`src/rtl/fnd_pkg.sv`:
```
// Shared definitions for the 4-digit common-anode FND scan driver.
//   state_e    : scan FSM states (DEAD = all commons off, SHOW = one digit lit)
//   FONT_*     : active-low {dp,g,f,e,d,c,b,a} codes with the decimal point off
//   COM_OFF    : all digit commons released (active-low)
//   com_on()   : active-low common pattern that lights a single digit position
package fnd_pkg;

  typedef enum logic {
    DEAD = 1'b0,
    SHOW = 1'b1
  } state_e;

  localparam logic [7:0] FONT_0     = 8'hC0;
  localparam logic [7:0] FONT_1     = 8'hF9;
  localparam logic [7:0] FONT_2     = 8'hA4;
  localparam logic [7:0] FONT_3     = 8'hB0;
  localparam logic [7:0] FONT_4     = 8'h99;
  localparam logic [7:0] FONT_5     = 8'h92;
  localparam logic [7:0] FONT_6     = 8'h82;
  localparam logic [7:0] FONT_7     = 8'hF8;
  localparam logic [7:0] FONT_8     = 8'h80;
  localparam logic [7:0] FONT_9     = 8'h90;
  localparam logic [7:0] FONT_DASH  = 8'hBF;
  localparam logic [7:0] FONT_BLANK = 8'hFF;

  localparam logic [3:0] COM_OFF = 4'b1111;

  function automatic logic [3:0] com_on(input logic [1:0] pos);
    return ~(4'b0001 << pos);
  endfunction

endpackage

```
`src/rtl/fnd_font_decoder.sv`:
```
// Combinational 7-segment font decoder.
//   i_value : 4-bit digit code; 0-9 digits, A-E dash, F blank
//   i_dp    : 1 = light the decimal point
//   o_font  : active-low {dp,g,f,e,d,c,b,a}
// The decimal point is independent of the value, so a blank digit can
// still show its dot.
module fnd_font_decoder
  import fnd_pkg::*;
(
  input  logic [3:0] i_value,
  input  logic       i_dp,
  output logic [7:0] o_font
);

  logic [7:0] seg;

  always_comb begin
    seg = FONT_BLANK;
    case (i_value)
      4'h0:    seg = FONT_0;
      4'h1:    seg = FONT_1;
      4'h2:    seg = FONT_2;
      4'h3:    seg = FONT_3;
      4'h4:    seg = FONT_4;
      4'h5:    seg = FONT_5;
      4'h6:    seg = FONT_6;
      4'h7:    seg = FONT_7;
      4'h8:    seg = FONT_8;
      4'h9:    seg = FONT_9;
      4'hA, 4'hB, 4'hC, 4'hD, 4'hE:
               seg = FONT_DASH;
      default: seg = FONT_BLANK;
    endcase
    o_font = {~i_dp, seg[6:0]};
  end

endmodule

```
`src/rtl/fnd_scan_ctrl.sv`:
```
// Time-multiplexed scan driver for a 4-digit common-anode FND.
//   i_clk, i_reset     : clock, synchronous active-high reset
//   i_enable           : 1 = scan, 0 = blank (position held)
//   i_value            : digit value selected by o_digitPosition (external mux)
//   i_dpMask           : per-position decimal point enable
//   o_digitPosition    : digit select to the mux (0 = ones .. 3 = thousands)
//   o_fndCom           : active-low digit commons
//   o_fndFont          : active-low {dp,g,f,e,d,c,b,a}
// Each slot is DEAD_CYCLES with all commons off followed by SHOW_CYCLES with
// one digit lit. The position only advances as a digit turns off, so the
// mux and font register settle during the dead interval.
module fnd_scan_ctrl
  import fnd_pkg::*;
#(
  parameter int unsigned SHOW_CYCLES = 100_000,
  parameter int unsigned DEAD_CYCLES = 1_000
) (
  input  logic       i_clk,
  input  logic       i_reset,
  input  logic       i_enable,
  input  logic [3:0] i_value,
  input  logic [3:0] i_dpMask,
  output logic [1:0] o_digitPosition,
  output logic [3:0] o_fndCom,
  output logic [7:0] o_fndFont
);

  localparam int unsigned MAX_CYCLES = (SHOW_CYCLES > DEAD_CYCLES) ? SHOW_CYCLES : DEAD_CYCLES;
  localparam int unsigned CNT_W      = $clog2(MAX_CYCLES);
  localparam logic [CNT_W-1:0] SHOW_LAST = CNT_W'(SHOW_CYCLES - 1);
  localparam logic [CNT_W-1:0] DEAD_LAST = CNT_W'(DEAD_CYCLES - 1);

  state_e           state_q, state_d;
  logic [CNT_W-1:0] cnt_q,   cnt_d;
  logic [1:0]       pos_q,   pos_d;
  logic [3:0]       com_q,   com_d;
  logic [7:0]       font_q,  font_d;

  fnd_font_decoder u_font (
    .i_value (i_value),
    .i_dp    (i_dpMask[pos_q]),
    .o_font  (font_d)
  );

  // Commons are computed from the next state so the registered output
  // lines up exactly with the state it belongs to.
  always_comb begin
    state_d = state_q;
    cnt_d   = cnt_q + CNT_W'(1);
    pos_d   = pos_q;
    com_d   = COM_OFF;
    if (!i_enable) begin
      state_d = DEAD;
      cnt_d   = '0;
    end else begin
      case (state_q)
        DEAD: begin
          if (cnt_q == DEAD_LAST) begin
            state_d = SHOW;
            cnt_d   = '0;
            com_d   = com_on(pos_q);
          end
        end
        SHOW: begin
          if (cnt_q == SHOW_LAST) begin
            state_d = DEAD;
            cnt_d   = '0;
            pos_d   = pos_q + 2'd1;
          end else begin
            com_d   = com_on(pos_q);
          end
        end
        default: begin
          state_d = DEAD;
          cnt_d   = '0;
        end
      endcase
    end
  end

  always_ff @(posedge i_clk) begin
    if (i_reset) begin
      state_q <= DEAD;
      cnt_q   <= '0;
      pos_q   <= 2'd0;
      com_q   <= COM_OFF;
      font_q  <= FONT_BLANK;
    end else begin
      state_q <= state_d;
      cnt_q   <= cnt_d;
      pos_q   <= pos_d;
      com_q   <= com_d;
      font_q  <= font_d;
    end
  end

  assign o_digitPosition = pos_q;
  assign o_fndCom        = com_q;
  assign o_fndFont       = font_q;

endmodule

```
`config.mk`:
```
export PLATFORM = sky130hd
export DESIGN_NAME = fnd_scan_ctrl
export DESIGN_NICKNAME = d
export VERILOG_FILES = /design/src/rtl/fnd_pkg.sv /design/src/rtl/fnd_font_decoder.sv /design/src/rtl/fnd_scan_ctrl.sv
export SDC_FILE = /design/constraint.sdc
export NUM_CORES = 1
export LEC_CHECK = 0
export ABC_CLOCK_PERIOD_IN_PS = 2700
export BUFFER_PORTS_ARGS = -buffer_cell sky130_fd_sc_hd__buf_2
export CELL_PAD_IN_SITES_DETAIL_PLACEMENT = 0
export CELL_PAD_IN_SITES_GLOBAL_PLACEMENT = 1
export CORE_MARGIN = 1.5
export CORE_UTILIZATION = 35
export DETAILED_ROUTE_END_ITERATION = 8
export HOLD_SLACK_MARGIN = 0.06
export PLACE_DENSITY_LB_ADDON = 0.1
export SLEW_MARGIN = 20
export SYNTH_ARGS = -nofsm -noshare
export SYNTH_HDL_FRONTEND = slang
export SYNTH_SLANG_ARGS = --single-unit
```
`constraint.sdc`:
```
create_clock -name i_clk -period 2.7 [get_ports i_clk]
set_clock_uncertainty 0.1 [all_clocks]
set_input_delay 0.54 -clock i_clk [delete_from_list [all_inputs] [get_ports i_clk]]
set_output_delay 0.54 -clock i_clk [all_outputs]
set_load 0.02 [all_outputs]
```
==> out/qor.txt <==
Status - finished, final reports clean
Most frequent cell on the critical path - or4_1
CTS buffer count - 5
Max cap viols - 0
Max incr delay on CP - 530 ps
Kind of critical path - reg2reg
Pwr Total - 935 uW
GP Congestion - 0.934
Clk sinks - 32
Worst path bufs/invs - 0
Worst setup EP type - flip-flop
Grt peak-use layer - met2
Crit path depth - 4
CORE AREA - 4380 sq um
Final Slew Violations - 0
Post-DRT Antenna Nets - 0
DIE AREA - 4980 sq um
GR Util met2 - 21.9%
Setup TNS - 0 ps
Port Buffer Count - 24
WL final - 3160 um
Max VDD drop - 0.222 mV
Yosys top cell area share - 40.1%
CTS root buffer - clkbuf_8
Data arrival, critical path - 2310 ps
Largest delay share family, worst path - simple AND/OR/NAND/NOR gates
RSZ-0062 raised after global routing - no
Placement row count - 24
Via count - 1,296
Initial DRC Count - 93
Ys flop type - dfxtp_1
Clk slew on worst S/H paths - 60 ps
Power per Cell Area - 515 nW/um^2
Syn Nets - 196
All-Layer GR Usage - 13.6%
Vias in the first global route - 1,199
Minimum clock period - 2280 ps
Hold Path Class - reg2reg
Met1 usage - 17.6%
Cell variety after synth - 38
Post-DP HPWL - 2300 um
Die Span Y - 70.6 um
Total congestion overflow - 0
I/O Pins - 25
Post-synth EDFFs - 0
Syn Area/Cell - 9.13 sq um
Max-slew headroom - 52.3%
Synth Register Bits - 32
First-pass DRT Iterations - 4
Largest net degree at the start of global routing - 18
Yosys warnings - 0
M3 GR Usage - 4.27%
Mapped Cells - 175
First-pass GRT wire length - 5460 um
Die W - 70.6 um
Synth Cell Area - 1600 sq um
H-tree levels - 2
Hold Buf Count CTS - 0
Worst hold path stage count - 1
Final hold violation count - 0
Ant diodes - 0
Pleak - 0.000625 uW
CP Launch Type - flip-flop
Post-CTS resize count - 0
CTS Buffer Depth - 2
DRC - 0
Actual slew at the worst max-slew pin - 715 ps
Final period util - 84.4%
Worst endpoint required time - 2730 ps
Ys async rst share - 0%
Total Nets Final - 218
Worst-skew pair later-pin latency - 280 ps
Seq/Total Area, Yosys - 40.1%
Layout area overhead - 13.6%
Via-to-Cell Ratio - 5.20
Synth area leaders - dfxtp_1 (40%), ha_1 (7.8%), nor3_1 (6.0%)
Max Clk Rate - 0.439 GHz
Drt wl/cell - 12.7 um
Worst Reg2Reg Path Length in Cells - 4
Crit-path max FO - 17
CTS tree - built
Fillers - 445
Final setup fails - 0
Critical-path top delay cell - or4_1
Number of post-CTS setup repair buffers - 0
Initial Util - 36.4%
Cell taking the most area after synthesis - dfxtp_1
Layout cell share with drive strength beyond 1 - 19.8%
CP Cell Sequence - or4_1 -> or4_1 -> a2bb2o_2 -> nor3_1
Initial antenna violation count - 0
-- power breakdown --
part | leakage [uW] | switching (uW) | total [uW] | internal [uW]
Sequential | 0.000260 | 3.35 | 485 | 481
Clock | 0.0000503 | 160 | 387 | 227
Combinational | 0.000314 | 38.3 | 63.6 | 25.3
-- cell type report --
type | instances | area, sq um | area share [%]
Clock buffer | 7 | 96.3 | 5.31
Inverter | 8 | 30.0 | 1.65
Multi-Input combinational cell | 125 | 856 | 47.1
Sequential cell | 32 | 641 | 35.3
Tap cell | 52 | 65.1 | 3.58
Timing Repair Buffer | 25 | 128 | 7.03
-- worst register-to-register path: stages (launching register included) --
cell      delay (ps)
dfxtp_1          380
or4_1            530
or4_1            530
a2bb2o_2         490
nor3_1           100
-- cells in the mapped netlist, types with 3 or more instances --
cell type	instances
nand2b_1	7
xnor2_1	10
nand4_1	6
a21oi_1	7
or3_1	3
nand2_1	9
nor2_1	6
xor2_1	3
o21ai_0	4
nand3_1	10
nor3_1	19
ha_1	10
inv_1	8
clkbuf_1	4
nor4_1	4
dfxtp_1	32
or4_1	3
-- worst paths after layout --
kind                  start   endpoint  slack [ps]
setup / recovery  cnt_q[10]  cnt_q[13]         420
hold / removal     cnt_q[0]   cnt_q[0]         410
setup reg to reg  cnt_q[10]  cnt_q[13]         420
hold reg to reg    cnt_q[0]   cnt_q[0]         410
-- metal layers --
layer	share of wire [%]	wire (um)
met5	0	0
met4	0.63	20
met3	4.5	141
met2	47	1480
met1	48	1510
-- sequential cells by signal, summed over array words and instances (netlist names) --
name and count:
o_fndFont 8, cnt_q 17, o_fndCom 4, state_q 1, o_digitPosition 2
-- through the flow --
stage / hold slack (ps) / utilization, % / setup slack, ps / cell area [sq um] / std cells
after floorplan: 370 / - / 535 / 1600 / 175
after global placement: 397 / 39.2 / 465 / 1720 / 242
after global routing: 437 / 41.4 / 268 / 1820 / 249
after detailed placement: 405 / 39.2 / 428 / 1720 / 242
final: 407 / 41.4 / 422 / 1820 / 249
after CTS: 414 / 41.4 / 420 / 1820 / 249
-- placed cells by master (no fill, tap or decap), types with 2 or more instances in the layout --
master,synthesis,routed
a211oi_1,2,2
a21o_1,2,2
a21oi_1,7,7
buf_2,2,24
clkbuf_8,0,7
dfxtp_1,32,32
ha_1,10,10
inv_1,8,8
nand2_1,9,9
nand2b_1,7,7
nand3_1,10,10
nand4_1,6,6
nand4b_1,2,2
nor2_1,6,6
nor2b_1,2,2
nor3_1,19,19
nor4_1,4,4
o21ai_0,4,4
o22ai_1,2,2
or3_1,3,3
or4_1,3,3
or4_4,2,2
or4bb_1,2,2
xnor2_1,10,10
xor2_1,3,3
-- kinds of logic (layout without fill, tap and decap cells) --
| group | after synthesis | in the layout | synth area share, % |
|---|---|---|---|
| adder cells (fa/ha/maj) | 10 | 10 | 7.83 |
| buffers and inverters | 18 | 40 | 6.34 |
| AO/OA/AOI/OAI | 22 | 22 | 8.85 |
| XOR/XNOR | 13 | 13 | 7.13 |
| multiplexers | 1 | 1 | 1.41 |
| AND/OR/NAND/NOR | 79 | 79 | 28.3 |
| flip-flops | 32 | 32 | 40.1 |
(Power assumes the default switching activity.)
